### src/rtl/stack_pointer_pkg.sv
// stack_pointer_pkg: shared CPU constants so the datapath and the scratch RAM agree on the pointer width
package stack_pointer_pkg;
  localparam int SP_WIDTH = 8;
  localparam logic [SP_WIDTH-1:0] SP_RESET_VAL = 8'h00;
endpackage

### src/rtl/stack_pointer_if.sv
// stack_pointer_if: control-unit command bus and pointer output of the stack pointer
interface stack_pointer_if
  import stack_pointer_pkg::*;
#(
  parameter int WIDTH = SP_WIDTH
);
  logic [WIDTH-1:0] data;
  logic             ld;
  logic             incr;
  logic             decr;
  logic [WIDTH-1:0] out;
  modport master (output data, ld, incr, decr, input out);
  modport slave (input data, ld, incr, decr, output out);
endinterface

### src/rtl/stack_pointer.sv
// stack_pointer: registered stack-top address with load, increment (pop) and decrement (push)
module stack_pointer
  import stack_pointer_pkg::*;
#(
  parameter int               WIDTH     = SP_WIDTH,
  parameter logic [WIDTH-1:0] RESET_VAL = SP_RESET_VAL
) (
  input logic           CLK,
  input logic           RST,
  stack_pointer_if.slave sp
);
  logic [WIDTH-1:0] out_q, out_d;
  // next pointer: load beats increment, increment beats decrement, otherwise hold
  always_comb begin
    out_d = sp.ld   ? sp.data :
            sp.incr ? out_q + 1'b1 :
            sp.decr ? out_q - 1'b1 : out_q;
  end
  // reset overrides every command on the same edge
  always_ff @(posedge CLK) begin
    if (RST) out_q <= RESET_VAL;
    else     out_q <= out_d;
  end
  assign sp.out = out_q;
endmodule

### src/flat_wrapper.sv
// flat-port wrapper written by rule: the top's interface ports become plain ports
module stack_pointer_flat import stack_pointer_pkg::*;
#(
  parameter int               WIDTH     = SP_WIDTH,
  parameter logic [WIDTH-1:0] RESET_VAL = SP_RESET_VAL
)
  (CLK, RST, sp_data, sp_ld, sp_incr, sp_decr, sp_out);
  stack_pointer_if #(.WIDTH(WIDTH)) sp_i ();
  input logic CLK;
  input logic RST;
  input wire logic [$bits(sp_i.data)-1:0] sp_data;
  input wire logic [$bits(sp_i.ld)-1:0] sp_ld;
  input wire logic [$bits(sp_i.incr)-1:0] sp_incr;
  input wire logic [$bits(sp_i.decr)-1:0] sp_decr;
  output wire logic [$bits(sp_i.out)-1:0] sp_out;
  assign sp_i.data = sp_data;
  assign sp_i.ld = sp_ld;
  assign sp_i.incr = sp_incr;
  assign sp_i.decr = sp_decr;
  assign sp_out = sp_i.out;
  stack_pointer #(.WIDTH(WIDTH), .RESET_VAL(RESET_VAL)) u_core (.CLK(CLK), .RST(RST), .sp(sp_i));
endmodule
### config.mk
export PLATFORM = sky130hd
export DESIGN_NAME = stack_pointer_flat
export DESIGN_NICKNAME = d
export VERILOG_FILES = /design/src/rtl/stack_pointer_pkg.sv /design/src/rtl/stack_pointer_if.sv /design/src/rtl/stack_pointer.sv /design/src/flat_wrapper.sv
export SDC_FILE = /design/constraint.sdc
export NUM_CORES = 1
export LEC_CHECK = 0
export CAP_MARGIN = 20
export CELL_PAD_IN_SITES_DETAIL_PLACEMENT = 0
export CELL_PAD_IN_SITES_GLOBAL_PLACEMENT = 1
export CORE_ASPECT_RATIO = 0.7
export CORE_MARGIN = 2
export CORE_UTILIZATION = 34
export CTS_BUF_LIST = sky130_fd_sc_hd__clkbuf_16
export DETAILED_ROUTE_END_ITERATION = 12
export GPL_TIMING_DRIVEN = 0
export PLACE_DENSITY = 0.92
export RECOVER_POWER = 50
export SETUP_SLACK_MARGIN = 0.1
export SLEW_MARGIN = 40
export SYNTH_ARGS = -nofsm -noshare
export SYNTH_HDL_FRONTEND = slang
export SYNTH_SLANG_ARGS = --single-unit
### constraint.sdc
create_clock -name CLK -period 4.5 [get_ports CLK]
set_input_delay 0.45 -clock CLK [delete_from_list [all_inputs] [get_ports CLK]]
set_output_delay 0.45 -clock CLK [all_outputs]
set_load 0.03 [all_outputs]
==> results.toml, run 1 <==
[sta]
final_hold_viol_count = 0
timing.final.crit_share_pct = 55.55
finalClockSkew_ns = 0.002495
setup_total_negative_slack_ns = 0
max_freq_mhz = 400.0
worst_pin_slew_ns = 0.4875
drv_slew = 0
slew_headroom_pct = 67.50
rsz0062_at_grt = "no"
fin_crit_ns = 2.500
setup_viol = 0

[critical_path]
crit_path_max_fanout = 7
cpMaxStageDelayCell = "clkdlybuf4s50_1"
cp-end-kind = "flip-flop"
crit_path_end = "u_core.sp.out[6]"
reg2reg_slack_ns = 2.57
cp_num_buf_inv = 2
crit_path_start_kind = "input port"
worst_ep_arrival_time_ns = 2.63
startpoint = "sp_incr"
r2r_end = "u_core.sp.out[6]"
path_cells = "clkdlybuf4s50_1 -> inv_1 -> fa_1 -> a21o_1 -> a211oi_1 -> o21bai_2 -> xnor2_1 -> a2111oi_2"
r2r_start = "u_core.sp.out[0]"
slowest_delay_ns = 0.55
worstSetupPathDepth = 8
worstPathRequired_ns = 4.63
reg2reg_depth = 6
crit_type = "in2reg"
critPathTopFamily = "compound AO/OA/AOI/OAI gates"

[layout]
largest_reg_flops = 8
drive_gt1_share_pct = 11.76
stdcell_area_um2 = 949.7
area_growth_pct = 44.57
fin_nets = 124
nFillCells = 176
n_antenna_cell = 0
fin_util_pct = 51.67

[place]
gp_congestion = 0.8880
placed_area_um2 = 874.6
io_buffers = 19
place_hpwl_um = 1247

[synth]
synthesis.area_um2 = 656.9
synthCells = 80
synth_top_area_share_pct = 24.38
synth_area_leader_cell = "dfxtp_1"
ys_ff_latch = 8
yosysWarnings = 0
syn_avg_cell_area_um2 = 8.211
synth_flop_cell = "dfxtp_1"
synthTopCellsByArea = "dfxtp_1, ha_1, a21oi_1"
yosysUniqueCellTypes = 31
synth_edf_count = 0
synth_nets = 100
async_flop_share_pct = 0
ys_seq_area_share_pct = 24.38
netlist_top_cells_count = "a21oi_1, dfxtp_1, nor2_1, ha_1, nand2_1"
yosysMostFrequentCell = "a21oi_1"

[detailed_routing]
postRouteWirelength_um = 1626
wl_per_cell_um = 13.11
route.vias.total = 647
drtAntennaViolNets = 0
drcViolationCount = 0
first_iter_violations = 20
firstDrtPassIters = 4
viasPerCell = 5.218

[floorplanning]
initial_core_util_pct = 35.74
die_x_um = 56.54
die-area_mm2 = 0.002305
io_pins = 21
rows = 13
core_area_mm2 = 0.001838
die_h_um = 40.78

[clock_network]
ctsResizeCount = 0
cts_max_level = 1
cts.sinks = 8
cts_buffers = 3
clk_pin_slew_ns = 0.04
tritoncts = "done"
root_buffer = "clkbuf_16"
postCtsHoldBufs = 0
clock_latency_ns = 0.23
clockBufferDepth = 2
post-cts-setup-buffers = 0

[power]
p_leak_uw = 0.0004243
ir_worst_vdd_mv = 0.3156
cellPowerDensity_mw_per_mm2 = 365.5
total_power_uw = 347.1

[status]
outcome = "complete, no violations"

[flow_run]
maxCapViolations = 0

[global_route]
grt_usage_pct = 15.77
grt_pass1_vias = 579
grt_pass1_wl_um = 2594
grt_max_degree = 11
overflow = 0
antenna_found_initial = 0

[min_path]
hp-start = "u_core.sp.out[3]"
holdCritPathClass = "reg2reg"
[logic make-up (layout without fill, tap and decap cells)]
group / count (synthesis) / after routing / synth area share [%]
flip-flops: 8 / 8 / 24.38
adder cells (fa/ha/maj): 7 / 7 / 14.48
buffers and inverters: 7 / 29 / 4.570
AND/OR/NAND/NOR: 27 / 27 / 22.48
XOR/XNOR: 5 / 5 / 6.668
AO/OA/AOI/OAI: 26 / 26 / 27.43
[metal layers]
layer  wire length [um]  track usage, %  vias to the layer above
met2                694           24.13                       17
li1                   -               -                      335
met5                  0               0                        -
met4                 31           8.929                        0
met1                822           20.11                      291
met3                 79           5.047                        4
[worst register-to-register path, cell delays in order (launching register included)]
cell and delay, ns:
dfxtp_1 0.35, fa_1 0.47, a21o_1 0.19, a211oi_1 0.28
o21bai_2 0.11, xnor2_1 0.14, a2111oi_2 0.28
[per-stage QoR]
stage / hold slack (ns) / instances / worst slack (ns)
final: 0.5802 / 124 / 2.000
after global routing: 0.6346 / 124 / 1.880
after CTS: 0.5852 / 124 / 1.983
after detailed placement: 0.5721 / 121 / 1.747
after global placement: 0.5669 / 121 / 1.792
after floorplan: 0.5927 / 80 / 2.516
[layout make-up]
cell class	instances	area, um^2	share of cell area, %
Sequential cell	8	160.2	16.86
Timing Repair Buffer	19	190.2	20.03
Multi-Input combinational cell	65	466.7	49.14
Clock buffer	3	75.07	7.905
Buffer	4	18.77	1.976
Inverter	3	11.26	1.186
Tap cell	22	27.53	2.899
[cells in the final DEF, fill, tap and decap left out, drive strengths merged]
| master | count |
|---|---|
| clkdlybuf4s50 | 11 |
| inv | 3 |
| nor2b | 3 |
| ha | 6 |
| a21o | 3 |
| nand3 | 1 |
| dfxtp | 8 |
| xor2 | 2 |
| fa | 1 |
| a21oi | 10 |
| and4 | 1 |
| o21bai | 1 |
| o31ai | 1 |
| a221oi | 1 |
| clkbuf | 3 |
| a31oi | 1 |
| xnor2 | 3 |
| and3b | 1 |
| nand2b | 1 |
| a2111oi | 2 |
| o21ai | 2 |
| buf | 4 |
| nand2 | 5 |
| a31o | 1 |
| a211oi | 3 |
| nor2 | 8 |
| nor3 | 3 |
| dlygate4sd3 | 8 |
| nor4b | 2 |
| or2 | 2 |
| o21a | 1 |
[report_power, final]
part           switching [uW]  leakage (uW)  internal [uW]
clock network            37.4     0.0000370            115
registers                6.92     0.0000667           78.8
logic                    58.3      0.000321           50.9
[worst min path at each step]
stage | to | cells after the start | slack [ns]
after floorplan | u_core.sp.out[0] | 2 | 0.59
after global placement | u_core.sp.out[3] | 2 | 0.57
after detailed placement | u_core.sp.out[3] | 2 | 0.57
after CTS | u_core.sp.out[3] | 2 | 0.59
after global routing | u_core.sp.out[3] | 2 | 0.63
final | u_core.sp.out[3] | 2 | 0.58
No activity file was read; power rests on OpenSTA's default activity.
==> inputs of run 2 (changes only) <==
--- a/config.mk
+++ b/config.mk
@@ -10,11 +10,11 @@
 export CELL_PAD_IN_SITES_GLOBAL_PLACEMENT = 1
 export CORE_ASPECT_RATIO = 0.7
 export CORE_MARGIN = 2
-export CORE_UTILIZATION = 34
+export CORE_UTILIZATION = 29
 export CTS_BUF_LIST = sky130_fd_sc_hd__clkbuf_16
 export DETAILED_ROUTE_END_ITERATION = 12
 export GPL_TIMING_DRIVEN = 0
-export PLACE_DENSITY = 0.92
+export PLACE_DENSITY = 0.85
 export RECOVER_POWER = 50
 export SETUP_SLACK_MARGIN = 0.1
 export SLEW_MARGIN = 40
==> constraint.sdc (replaced) <==
create_clock -name CLK -period 2.2 [get_ports CLK]
set_input_delay 0.22 -clock CLK [delete_from_list [all_inputs] [get_ports CLK]]
set_output_delay 0.22 -clock CLK [all_outputs]
set_load 0.03 [all_outputs]
==> results.toml, run 2 (synthesized netlist as in run 1, its figures left out) <==
[critical_path]
worst_ep_arrival_time_ns = 2.04
crit_path_start_kind = "flip-flop"
crit_path_max_fanout = 4
worstPathRequired_ns = 2.33
cp-end-kind = "flip-flop"
reg2reg_depth = 6
r2r_start = "u_core.sp.out[0]"
crit_type = "reg2reg"
reg2reg_slack_ns = 0.29
r2r_end = "u_core.sp.out[6]"

[layout]
fin_nets = 124
n_antenna_cell = 0
drive_gt1_share_pct = 11.76
largest_reg_flops = 8
area_growth_pct = 46.67
nFillCells = 221
most-common-layout-cells = "clkdlybuf4s50_1, a21oi_1, nor2_1, dfxtp_1"
stdcell_area_um2 = 963.4
final_common_cell = "clkdlybuf4s50_1"
instances_no_fill = 134

[sta]
rsz0062_at_grt = "no"
worst_pin_slew_ns = 0.4744
max_freq_mhz = 524.8
timing.final.crit_share_pct = 86.61
finalClockSkew_ns = 0.0007414
final_hold_viol_count = 0
setup_slack_ns = 0.2945
whs_ns = 0.3914
setup_viol = 0
fin_crit_ns = 1.905
drv_slew = 0
slew_headroom_pct = 68.38

[global_route]
grt_max_degree = 11
grt_pass1_wl_um = 2670
grt_pass1_vias = 612
antenna_found_initial = 0
overflow = 0
grt_usage_pct = 14.20

[power]
clockPowerShare_pct = 43.4
ir_worst_vdd_mv = 0.4154
p_int_uw = 501.9
p_leak_uw = 0.0004144
total_power_uw = 711.2
cellPowerDensity_mw_per_mm2 = 738.2
p_switching_uw = 209.2
power_frac_seq_pct = 24.7
switching_share_pct = 29.42
comb_power_share_pct = 31.9

[min_path]
hp-start = "RST"
min_to = "u_core.sp.out[1]"
hold_depth = 2
holdCritPathClass = "in2reg"

[place]
dp_slack_ns = -0.3279
place_hpwl_um = 1211
placed_cells = 131
placed_area_um2 = 887.1
gp_congestion = 0.8097
io_buffers = 19

[clock_network]
cts_max_level = 1
post-cts-setup-buffers = 0
cts.sinks = 8
root_buffer = "clkbuf_16"
clockBufferDepth = 2
tritoncts = "done"
clock_latency_ns = 0.23
cts_buffers = 3
clk_pin_slew_ns = 0.04
postCtsHoldBufs = 0

[detailed_routing]
postRouteWirelength_um = 1618
first_iter_violations = 23
drtAntennaViolNets = 0
viasPerCell = 5.022
firstDrtPassIters = 4
route.vias.total = 673
drcViolationCount = 0
wl_per_cell_um = 12.07

[floorplanning]
initial_core_util_pct = 30.49
die_h_um = 43.82
core_area_mm2 = 0.002155
io_pins = 21
die-area_mm2 = 0.002668
rows = 14
die_x_um = 60.89

[flow_run]
maxCapViolations = 0

[status]
outcome = "complete, no violations"
[run 2: metrics by stage]
step                setup TNS (ns)  utilization (%)
floorplan                        0                -
global placement           -0.5960            41.17
detailed placement         -0.7370            41.17
CTS                              0            44.83
global route                     0            44.72
finish                           0            44.72
[run 2: worst max-delay path, cell delays in order, from the launching register on]
cell and delay [ns]:
dfxtp_1 0.35, fa_1 0.48, a21o_1 0.21, a211oi_2 0.25, o21bai_2 0.10, xnor2_1 0.14
a2111oi_2 0.27
[run 2: timing repair]
item                                   4_1_cts  5_1_grt
gates resized for setup                      3        0
setup endpoints to repair                    3        0
endpoints found under the hold margin        0        0
[run 2: final cells by class]
class | count | area (um^2) | area share (%)
buffer | 4 | 16.27 | 1.688
tap | 32 | 40.04 | 4.156
sequential | 8 | 160.2 | 16.62
timing repair buffer | 19 | 188.9 | 19.61
multi-input combinational | 65 | 471.7 | 48.96
inverter | 3 | 11.26 | 1.169
clock buffer | 3 | 75.07 | 7.792
[run 2: metal layers]
metal	up-vias	share of wire, %	GRT usage, %	wire (um)
met5	-	0	0	0
met4	0	0.99	5.217	16
met3	3	4.7	5.373	76
met2	16	43	20.65	700
met1	318	51	19.10	825
li1	336	-	-	-
[run 2: power groups by stage]
| stage | Combinational (uW) | Clock (uW) | Sequential [uW] |
|---|---|---|---|
| final | 227 | 308 | 176 |
| after floorplan | 124 | 0 | 206 |
| after global routing | 249 | 321 | 179 |
| after detailed placement | 226 | 0 | 178 |
| after CTS | 230 | 312 | 176 |
| after global placement | 222 | 0 | 177 |
[run 2: how the worst max path moves through the flow]
stage,cells after the start,startpoint,slack [ns],endpoint
3_5_place_dp,8,sp_incr,-0.33,u_core.sp.out[6]
4_1_cts,8,sp_incr,0.28,u_core.sp.out[6]
3_3_place_gp,8,sp_incr,-0.31,u_core.sp.out[6]
5_1_grt,8,sp_incr,0.18,u_core.sp.out[6]
2_1_floorplan,6,u_core.sp.out[0],0.25,u_core.sp.out[6]
6_report,6,u_core.sp.out[0],0.29,u_core.sp.out[6]
